==> src/rtl/fmc_i2c_init_sequencer.sv <==
// fmc_i2c_init_sequencer
// Walks an external synchronous ROM of I2C register writes at power-up and
// hands them one at a time to the byte-level I2C master over valid/ready.
// It handles NACK/timeout retries, an idle gap between transactions, and
// sticky done/error reporting.
// Optional read-back of every write: define FMC_I2C_READBACK_VERIFY_EN.
module fmc_i2c_init_sequencer #(
  parameter int NUM_ENTRIES = 16,
  parameter int IDX_W       = 4,
  parameter int MAX_RETRIES = 3,
  parameter int GAP_CYCLES  = 1000,
  parameter int RSP_TIMEOUT = 65535
) (
  input  logic             CLK,
  input  logic             RST,
  input  logic             start,
  output logic [IDX_W-1:0] tbl_addr,
  input  logic [23:0]      tbl_data,
  output logic             cmd_valid,
  input  logic             cmd_ready,
  output logic             cmd_rw,
  output logic [6:0]       cmd_dev_addr,
  output logic [7:0]       cmd_reg_addr,
  output logic [7:0]       cmd_wr_data,
  input  logic             rsp_valid,
  input  logic             rsp_nack,
  input  logic [7:0]       rsp_rd_data,
  output logic             busy,
  output logic             done,
  output logic             error,
  output logic [IDX_W-1:0] err_index
);
  localparam int GAP_W = $clog2(GAP_CYCLES + 1);
  localparam int TMO_W = $clog2(RSP_TIMEOUT + 1);
  localparam int RTY_W = $clog2(MAX_RETRIES + 2);
  localparam logic [IDX_W-1:0] LAST_IDX = IDX_W'(NUM_ENTRIES - 1);
  localparam logic [GAP_W-1:0] GAP_END  = GAP_W'(GAP_CYCLES - 1);
  localparam logic [TMO_W-1:0] TMO_END  = TMO_W'(RSP_TIMEOUT - 1);
  localparam logic [RTY_W-1:0] RTY_MAX  = RTY_W'(MAX_RETRIES);

  typedef enum logic [3:0] {
    IDLE, FETCH, LOAD, ISSUE, WAIT_RSP, GAP, DONE, ERROR
`ifdef FMC_I2C_READBACK_VERIFY_EN
    , VERIFY_ISSUE, VERIFY_WAIT
`endif
  } state_t;

  state_t           state_q, state_d;
  logic [IDX_W-1:0] idx_q, idx_d;      // doubles as the registered ROM address
  logic [RTY_W-1:0] rty_q, rty_d;
  logic [GAP_W-1:0] gap_q, gap_d;
  logic [TMO_W-1:0] tmo_q, tmo_d;
  logic             vld_q, vld_d;
  logic [6:0]       dev_q, dev_d;
  logic [7:0]       reg_q, reg_d;
  logic [7:0]       wr_q, wr_d;
  logic             last_q, last_d;
  logic             busy_q, busy_d;
  logic             done_q, done_d;
  logic             err_q, err_d;
  logic [IDX_W-1:0] eidx_q, eidx_d;
  logic             ok, fail;          // entry outcome resolved this cycle

`ifdef FMC_I2C_READBACK_VERIFY_EN
  logic rw_q, rw_d;
  assign cmd_rw = rw_q;
`else
  logic unused_rd;
  assign cmd_rw    = 1'b0;
  assign unused_rd = ^rsp_rd_data;
`endif

  assign tbl_addr     = idx_q;
  assign cmd_valid    = vld_q;
  assign cmd_dev_addr = dev_q;
  assign cmd_reg_addr = reg_q;
  assign cmd_wr_data  = wr_q;
  assign busy         = busy_q;
  assign done         = done_q;
  assign error        = err_q;
  assign err_index    = eidx_q;

  // Next-state and register updates for the table walk.
  always_comb begin
    state_d = state_q; idx_d = idx_q; rty_d = rty_q; gap_d = gap_q;
    tmo_d = tmo_q; vld_d = vld_q; dev_d = dev_q; reg_d = reg_q;
    wr_d = wr_q; last_d = last_q; busy_d = busy_q; done_d = done_q;
    err_d = err_q; eidx_d = eidx_q; ok = 1'b0; fail = 1'b0;
`ifdef FMC_I2C_READBACK_VERIFY_EN
    rw_d = rw_q;
`endif
    case (state_q)
      IDLE, DONE, ERROR: begin
        if (start) begin
          idx_d = '0; rty_d = '0; eidx_d = '0;
          done_d = 1'b0; err_d = 1'b0; busy_d = 1'b1;
          state_d = FETCH;
        end
      end
      FETCH: state_d = LOAD;
      LOAD: begin
        last_d = tbl_data[23]; dev_d = tbl_data[22:16];
        reg_d = tbl_data[15:8]; wr_d = tbl_data[7:0];
        vld_d = 1'b1; state_d = ISSUE;
`ifdef FMC_I2C_READBACK_VERIFY_EN
        rw_d = 1'b0;
`endif
      end
      ISSUE: begin
        if (cmd_ready) begin vld_d = 1'b0; tmo_d = '0; state_d = WAIT_RSP; end
      end
      WAIT_RSP: begin
        if (rsp_valid && !rsp_nack) begin
`ifdef FMC_I2C_READBACK_VERIFY_EN
          vld_d = 1'b1; rw_d = 1'b1; state_d = VERIFY_ISSUE;
`else
          ok = 1'b1;
`endif
        end else if (rsp_valid || tmo_q == TMO_END) fail = 1'b1;
        else tmo_d = tmo_q + 1'b1;
      end
`ifdef FMC_I2C_READBACK_VERIFY_EN
      VERIFY_ISSUE: begin
        if (cmd_ready) begin vld_d = 1'b0; tmo_d = '0; state_d = VERIFY_WAIT; end
      end
      VERIFY_WAIT: begin
        if (rsp_valid && !rsp_nack && rsp_rd_data == wr_q) ok = 1'b1;
        else if (rsp_valid || tmo_q == TMO_END) fail = 1'b1;
        else tmo_d = tmo_q + 1'b1;
      end
`endif
      GAP: begin
        if (gap_q == GAP_END) begin
          gap_d = '0;
          // a non-zero retry count means this gap follows a failure
          if (rty_q != '0) begin
            vld_d = 1'b1; state_d = ISSUE;
`ifdef FMC_I2C_READBACK_VERIFY_EN
            rw_d = 1'b0;
`endif
          end else state_d = FETCH;
        end else gap_d = gap_q + 1'b1;
      end
      default: state_d = IDLE;
    endcase

    if (ok) begin
      if (last_q || idx_q == LAST_IDX) begin
        state_d = DONE; done_d = 1'b1; busy_d = 1'b0;
      end else begin
        idx_d = idx_q + 1'b1; rty_d = '0; gap_d = '0; state_d = GAP;
      end
    end else if (fail) begin
      if (rty_q < RTY_MAX) begin
        rty_d = rty_q + 1'b1; gap_d = '0; state_d = GAP;
      end else begin
        state_d = ERROR; err_d = 1'b1; eidx_d = idx_q; busy_d = 1'b0;
      end
    end
  end

  // State and output registers with synchronous reset.
  always_ff @(posedge CLK) begin
    if (RST) begin
      state_q <= IDLE; idx_q <= '0; rty_q <= '0; gap_q <= '0; tmo_q <= '0;
      vld_q <= 1'b0; dev_q <= '0; reg_q <= '0; wr_q <= '0; last_q <= 1'b0;
      busy_q <= 1'b0; done_q <= 1'b0; err_q <= 1'b0; eidx_q <= '0;
`ifdef FMC_I2C_READBACK_VERIFY_EN
      rw_q <= 1'b0;
`endif
    end else begin
      state_q <= state_d; idx_q <= idx_d; rty_q <= rty_d; gap_q <= gap_d;
      tmo_q <= tmo_d; vld_q <= vld_d; dev_q <= dev_d; reg_q <= reg_d;
      wr_q <= wr_d; last_q <= last_d; busy_q <= busy_d; done_q <= done_d;
      err_q <= err_d; eidx_q <= eidx_d;
`ifdef FMC_I2C_READBACK_VERIFY_EN
      rw_q <= rw_d;
`endif
    end
  end
endmodule
==> config.mk <==
export PLATFORM = sky130hd
export DESIGN_NAME = fmc_i2c_init_sequencer
export DESIGN_NICKNAME = d
export VERILOG_FILES = /design/src/rtl/fmc_i2c_init_sequencer.sv
export SDC_FILE = /design/constraint.sdc
export NUM_CORES = 1
export LEC_CHECK = 0
export ABC_AREA = 0
export ABC_CLOCK_PERIOD_IN_PS = 2610
export BUFFER_PORTS_ARGS = -buffer_cell sky130_fd_sc_hd__buf_4
export CORE_ASPECT_RATIO = 0.9
export CORE_MARGIN = 1.5
export CORE_UTILIZATION = 54
export CTS_BUF_LIST = sky130_fd_sc_hd__clkbuf_16
export DETAILED_ROUTE_END_ITERATION = 6
export HOLD_SLACK_MARGIN = 0.1
export MAX_ROUTING_LAYER = met4
export PLACE_DENSITY = 0.85
export SKIP_LAST_GASP = 1
export SLEW_MARGIN = 30
export SYNTH_ARGS = -nofsm -noshare
export SYNTH_HDL_FRONTEND = slang
export SYNTH_SLANG_ARGS = --single-unit
==> constraint.sdc <==
create_clock -name CLK -period 2.61 [get_ports CLK]
set_clock_uncertainty 0.05 [all_clocks]
set_input_delay 0.261 -clock CLK [delete_from_list [all_inputs] [get_ports CLK]]
set_output_delay 0.261 -clock CLK [all_outputs]
set_load 0.02 [all_outputs]
Word level (Yosys, flattened, before mapping)

Cells that the tools add are included.

$mul: 0
Multiplexer cells: 58
Order comparisons: 1
Div/mod/pow operators: 0
Eq/ne operators: 19
Bitwise operators: 0
Add/subtract/negate cells: 4
Reductions and logical operators: 12
Shifts and indexed selects: 0

Operator list:

| cell                                                                 | count |
|---|---|
| 10-bit 2-to-1 mux                                                    | 6 |
| 4-bit 2-to-1 mux                                                     | 14 |
| 16-bit 2-to-1 mux                                                    | 3 |
| 16-bit one-hot mux with 2 select lines                               | 1 |
| 4-bit one-hot mux with 6 select lines                                | 1 |
| 1-bit 2-to-1 mux                                                     | 23 |
| 3-bit 2-to-1 mux                                                     | 6 |
| 16-bit by 1-bit adder with 16-bit output, second input constant      | 1 |
| 16-bit == test, second input constant                                | 1 |
| 4-bit by 3-bit == test with 1-bit output, second input constant      | 4 |
| 4-bit inequality test, second input constant                         | 3 |
| 4-bit AND reduction                                                  | 3 |
| 10-bit by 1-bit adder with 10-bit output, second input constant      | 1 |
| 10-bit == test, second input constant                                | 1 |
| 2-bit inequality test, second input constant                         | 5 |
| 4-bit by 2-bit == test with 1-bit output, second input constant      | 2 |
| 2-bit 2-to-1 mux                                                     | 3 |
| 3-bit nonzero test                                                   | 2 |
| 4-bit by 1-bit adder with 4-bit output, second input constant        | 1 |
| 4-bit by 1-bit == test with 1-bit output, second input constant      | 1 |
| 4-bit == test, second input constant                                 | 1 |
| 4-bit zero test                                                      | 1 |
| 3-bit by 1-bit adder with 3-bit output, second input constant        | 1 |
| 3-bit by 2-bit < comparator with 1-bit output, second input constant | 1 |
| other kinds (7)                                                      | 8 |

RAM bits: 0
Input port bits: 38
ROM bits: 0
Bits in latches: 0
Output and inout port bits: 36
Memories kept: 0
Bits in registers: 69

Logic depth before layout (Yosys ltp)

Word-level depth: 7
Gate-level depth with buffers: 8
Depth with buffers taken out: 7

Least setup slack after synthesis

No wires, ideal clock.

Path type: register -> register
Start: register tmo_q[0]
End: register tmo_q[7]
Cell stages (with the launch flop): 9
Arrival time: 1.891 ns
Period minus slack after synthesis: 2.011 ns
Data required time: 2.490 ns
Path slack: 0.599 ns
Cells stage by stage: dfxtp_1 > inv_1 > ha_1 > and3_1 > clkbuf_1 > o32ai_1 > o21ba_2 > or3_1 > a21oi_1

Longest elaborated chain between the ends: 4
Elaborated cells between the ends (all ways): 8
Classes of those cells: add/sub (1); eq/ne (2); mux (3); reduce/logical (2)

RTL lines:

| element                                                                       | RTL line | source |
|---|---|---|
| from (decl)                                                                   | 52       | `logic [TMO_W-1:0] tmo_q, tmo_d;` |
| from (signal assigned)                                                        | 173      | `tmo_q <= tmo_d; vld_q <= vld_d; dev_q <= dev_d; reg_q <= reg_d;` |
| 16-bit by 1-bit adder with 16-bit output or 16-bit == test (tied branches)    | 120, 119 |  |
| 16-bit 2-to-1 mux or 1-bit logical OR (tied branches)                         | 119      | `end else if (rsp_valid \|\| tmo_q == TMO_END) fail = 1'b1;` |
| 16-bit 2-to-1 mux or 2-bit inequality test (tied branches)                    | -        |  |
| 16-bit one-hot mux with 2 select lines or 4-bit AND reduction (tied branches) | -        |  |

Parallel ways exist; a longest one is shown, timed or not. The select of a mux whose other input is x is not followed.
A chain may end at the register's enable or synchronous reset.

Worst setup path in the final report

Start: register state_q[2]
End: register tmo_q[13]

Longest elaborated chain between the ends: 3
Elaborated cells between the ends (all ways): 8
Classes of those cells: eq/ne (5); mux (1); reduce/logical (2)

RTL lines:

| element                                                                                              | RTL line | source |
|---|---|---|
| from (decl)                                                                                          | 48       | `state_t state_q, state_d;` |
| from (signal assigned)                                                                               | 172      | `state_q <= state_d; idx_q <= idx_d; rty_q <= rty_d; gap_q <= gap_d;` |
| 4-bit by 3-bit == test with 1-bit output or 4-bit by 2-bit == test with 1-bit output (tied branches) | 92       | `case (state_q)` |
| 2-bit inequality test (no source line) or 2-bit nonzero test (tied branches)                         | -        |  |
| 4-bit AND reduction (no source line)                                                                 | -        |  |

Parallel ways exist; a longest one is shown, timed or not.

==> results by group <==
Run status
  – Status: finished clean

STA
  – Relative slew slack: 0.566
  – Final setup viols: 0
  – Final worst slack: 230 ps
  – Share of the cycle needed by the critical path after routing: 0.912
  – Tmin final: 2380 ps
  – RSZ-0062 raised after global routing: no
  – Setup_tns: 0 ps
  – Max Freq: 420 MHz
  – Pins Over Slew Limit: 0
  – Worst slew pin tran: 644 ps
  – Final Hold Fails: 0

Setup path
  – Worst setup SP type: register
  – Worst reg2reg path depth: 5
  – Buffers plus inverters on the worst setup path: 0
  – CP top delay family: simple AND/OR/NAND/NOR gates
  – Crit path largest cell delay: 640 ps
  – Slowest CP cell: dfxtp_1
  – R2r setup slk: 230 ps
  – Worst Path Arrival: 2580 ps
  – Critical R2R Capture: tmo_q[13]
  – Worst path cell trace: or4b_1 > a41oi_1 > o2111ai_1 > or3_1 > a21oi_1
  – Worst R2R Start: state_q[2]
  – Crit Path Max Fanout: 18
  – Crit Path Category: register to register
  – Worst Setup SP: state_q[2]
  – Required time worst endpoint: 2810 ps
  – Critical Path End Type: register

Flow run
  – Maxcap violations: 0

Logic synthesis
  – Avg Cell Area, Syn: 8.14 um2
  – Main synth FF type: dfxtp_1
  – Post-synthesis register bit count: 68
  – Post-Synth Simple-Gate Area: 0.268
  – EDFF count, synth: 0
  – Post-synthesis mux area share: 0.0187
  – Sequential-to-total area share from yosys stat: 0.424
  – Synth unique cells: 60
  – Synth Area in Compound Gates: 0.191
  – Main combinational cell family by area after synthesis: simple AND/OR/NAND/NOR gates
  – Mapped Area: 3210 um2
  – Asr flop ratio synth: 0
  – Mapped Nets: 438
  – XOR/XNOR Fraction of Synth Area: 0.0355
  – Cells after synthesis: 394
  – Yosys warns: 0
  – Adder-Cell Fraction of Synth Area: 0.0234

Floorplan
  – Die area: 6410 um2
  – Core Box Area: 5690 um2
  – Die Span Y: 76.1 um
  – Ports: 74
  – Initial core utilization: 0.564
  – FP Rows: 26
  – Die Wd: 84.2 um

Place
  – Port Buffer Count: 64
  – RePlAce Congestion: 0.859
  – Post-DP HPWL: 5420 um
  – Setup WS pre-CTS: 279 ps

Clock network
  – CTS tree: built
  – Root Driver: clkbuf_16
  – Htree depth: 3
  – Clk_lat worst skew: 330 ps
  – Reg clk slew, reported paths: 60 ps
  – TritonCTS Buffers: 9
  – CTS Hold Bufs: 0
  – Post_cts resized: 0
  – CTS sink cnt: 68
  – Longest Clk Path Bufs: 2
  – Post-CTS Setup Bufs: 0

Worst hold path
  – Hold Startpoint: tbl_data[13]
  – Hold endpoint: cmd_reg_addr[5]
  – Cell count of the worst hold path: 3
  – Worst Hold Class: input pin to register

Global route
  – Antenna violations before repair: 0
  – Total GRT Usage: 0.257
  – First-pass GRT wire length: 13,000 um
  – Pin count of the biggest net entering global routing: 45
  – Vias in the first global route: 2,852
  – GR Overflow Total: 0

Finish
  – Most common cell after layout, fill and taps aside: buf_4
  – Layout cells sized above 1: 0.209
  – Area growth syn-to-layout: 26.3%
  – Antenna diode count: 0
  – Most frequent cells in the layout: 71 x buf_4, 68 x dfxtp_1, 67 x nand2_1
  – Fin nets: 503
  – Fill cells: 432
  – Final core utilization: 0.712

Routing
  – Drt pass-1 iters: 4
  – DR vias/cell: 5.70
  – Initial detailed-routing violation count: 155
  – Post-Route WL: 7740 um
  – Via count: 3,046
  – Antenna-violating nets left: 0
  – Per-cell routed wire length: 14.5 um
  – DRC: 0

Power
  – Max IR drop VDD: 0.000608 V
  – Total power: 3030 uW
  – Leak: 0.00158 uW
  – P per Cell Area: 749 nW/um2
-- cells by family after synthesis --
group,count (synthesis)
and+or+nand+nor,173
muxes,6
other,1
adders and majority gates,6
DFF,68
xor gates and xnor gates,13
AOI/OAI and AO/OA,96
buffers and inverters,31
-- sequential cells by signal, indices dropped and copies added, names as in the netlist, named ones only --
name and flops:
last_q 1, gap_q 9, cmd_valid 1, cmd_wr_data 8, tbl_addr 4, done 1
rty_q 3, busy 1, error 1, err_index 4, cmd_reg_addr 8, tmo_q 16
state_q 3, cmd_dev_addr 7
-- power breakdown --
group	internal [uW]	switching (uW)	total [uW]
registers	1120	89.9	1210
clock network	733	449	1180
logic	266	371	637
-- synthesized netlist by cell type, types with 2 or more instances --
library cell,number,share of area
xnor2_1,8,0.022
o2111ai_1,3,0.0082
a31oi_1,4,0.0078
a21oi_1,45,0.070
clkbuf_1,15,0.018
dfxtp_1,68,0.42
nand4_1,6,0.012
a22oi_1,2,0.0047
ha_1,6,0.023
nand3b_1,3,0.0070
nor3_1,4,0.0062
nand3_1,11,0.017
and3_1,3,0.0059
o31ai_1,3,0.0070
xor2_1,5,0.014
a211o_1,2,0.0055
a31o_2,2,0.0055
nor2_1,40,0.047
nand4bb_1,2,0.0070
or2_2,5,0.0098
or3_1,8,0.016
nor3b_1,2,0.0047
a211oi_1,2,0.0047
nand2_1,67,0.078
o211ai_1,4,0.0094
o21a_1,2,0.0047
and2_1,5,0.0098
o21ai_0,13,0.020
inv_1,14,0.016
nor4_1,4,0.0078
mux2i_1,6,0.019
or3b_1,2,0.0055
-- per-stage QoR --
step	area (um2)	hold WS [ps]	std cells
floorplan	3210	347	394
global placement	3760	391	518
detailed placement	3760	398	518
CTS	4050	122	534
global route	4050	138	534
finish	4050	126	534
-- worst reg2reg max path, cell delays in order, from the launching register on --
cell,delay [ps]
dfxtp_1,640
or4b_1,550
a41oi_1,280
o2111ai_1,240
or3_1,360
a21oi_1,170
-- routing by layer --
metal,up-vias,share of wire,global-route usage
li1,1520,-,-
met1,1431,0.44,0.312
met2,85,0.49,0.416
met3,10,0.053,0.0628
met4,0,0.015,0.0951
met5,-,0,-
-- cell type report --
| type | count | area [um2] | area share |
|---|---|---|---|
| multi-input cells | 295 | 1730 | 0.426 |
| flip-flops and latches | 68 | 1360 | 0.336 |
| repair buffers | 71 | 533 | 0.132 |
| clock buffers | 9 | 225 | 0.0556 |
| well taps | 70 | 87.6 | 0.0216 |
| clock inverters | 7 | 67.6 | 0.0167 |
| inverters | 14 | 52.6 | 0.0130 |
-- how the worst max path moves through the flow --
stage,end,cells after the start
5_1_grt,tmo_q[13],5
3_3_place_gp,tmo_q[7],5
6_report,tmo_q[13],5
2_1_floorplan,tmo_q[7],8
3_5_place_dp,tmo_q[13],5
4_1_cts,tmo_q[13],5
No activity file was read; power rests on OpenSTA's default activity.
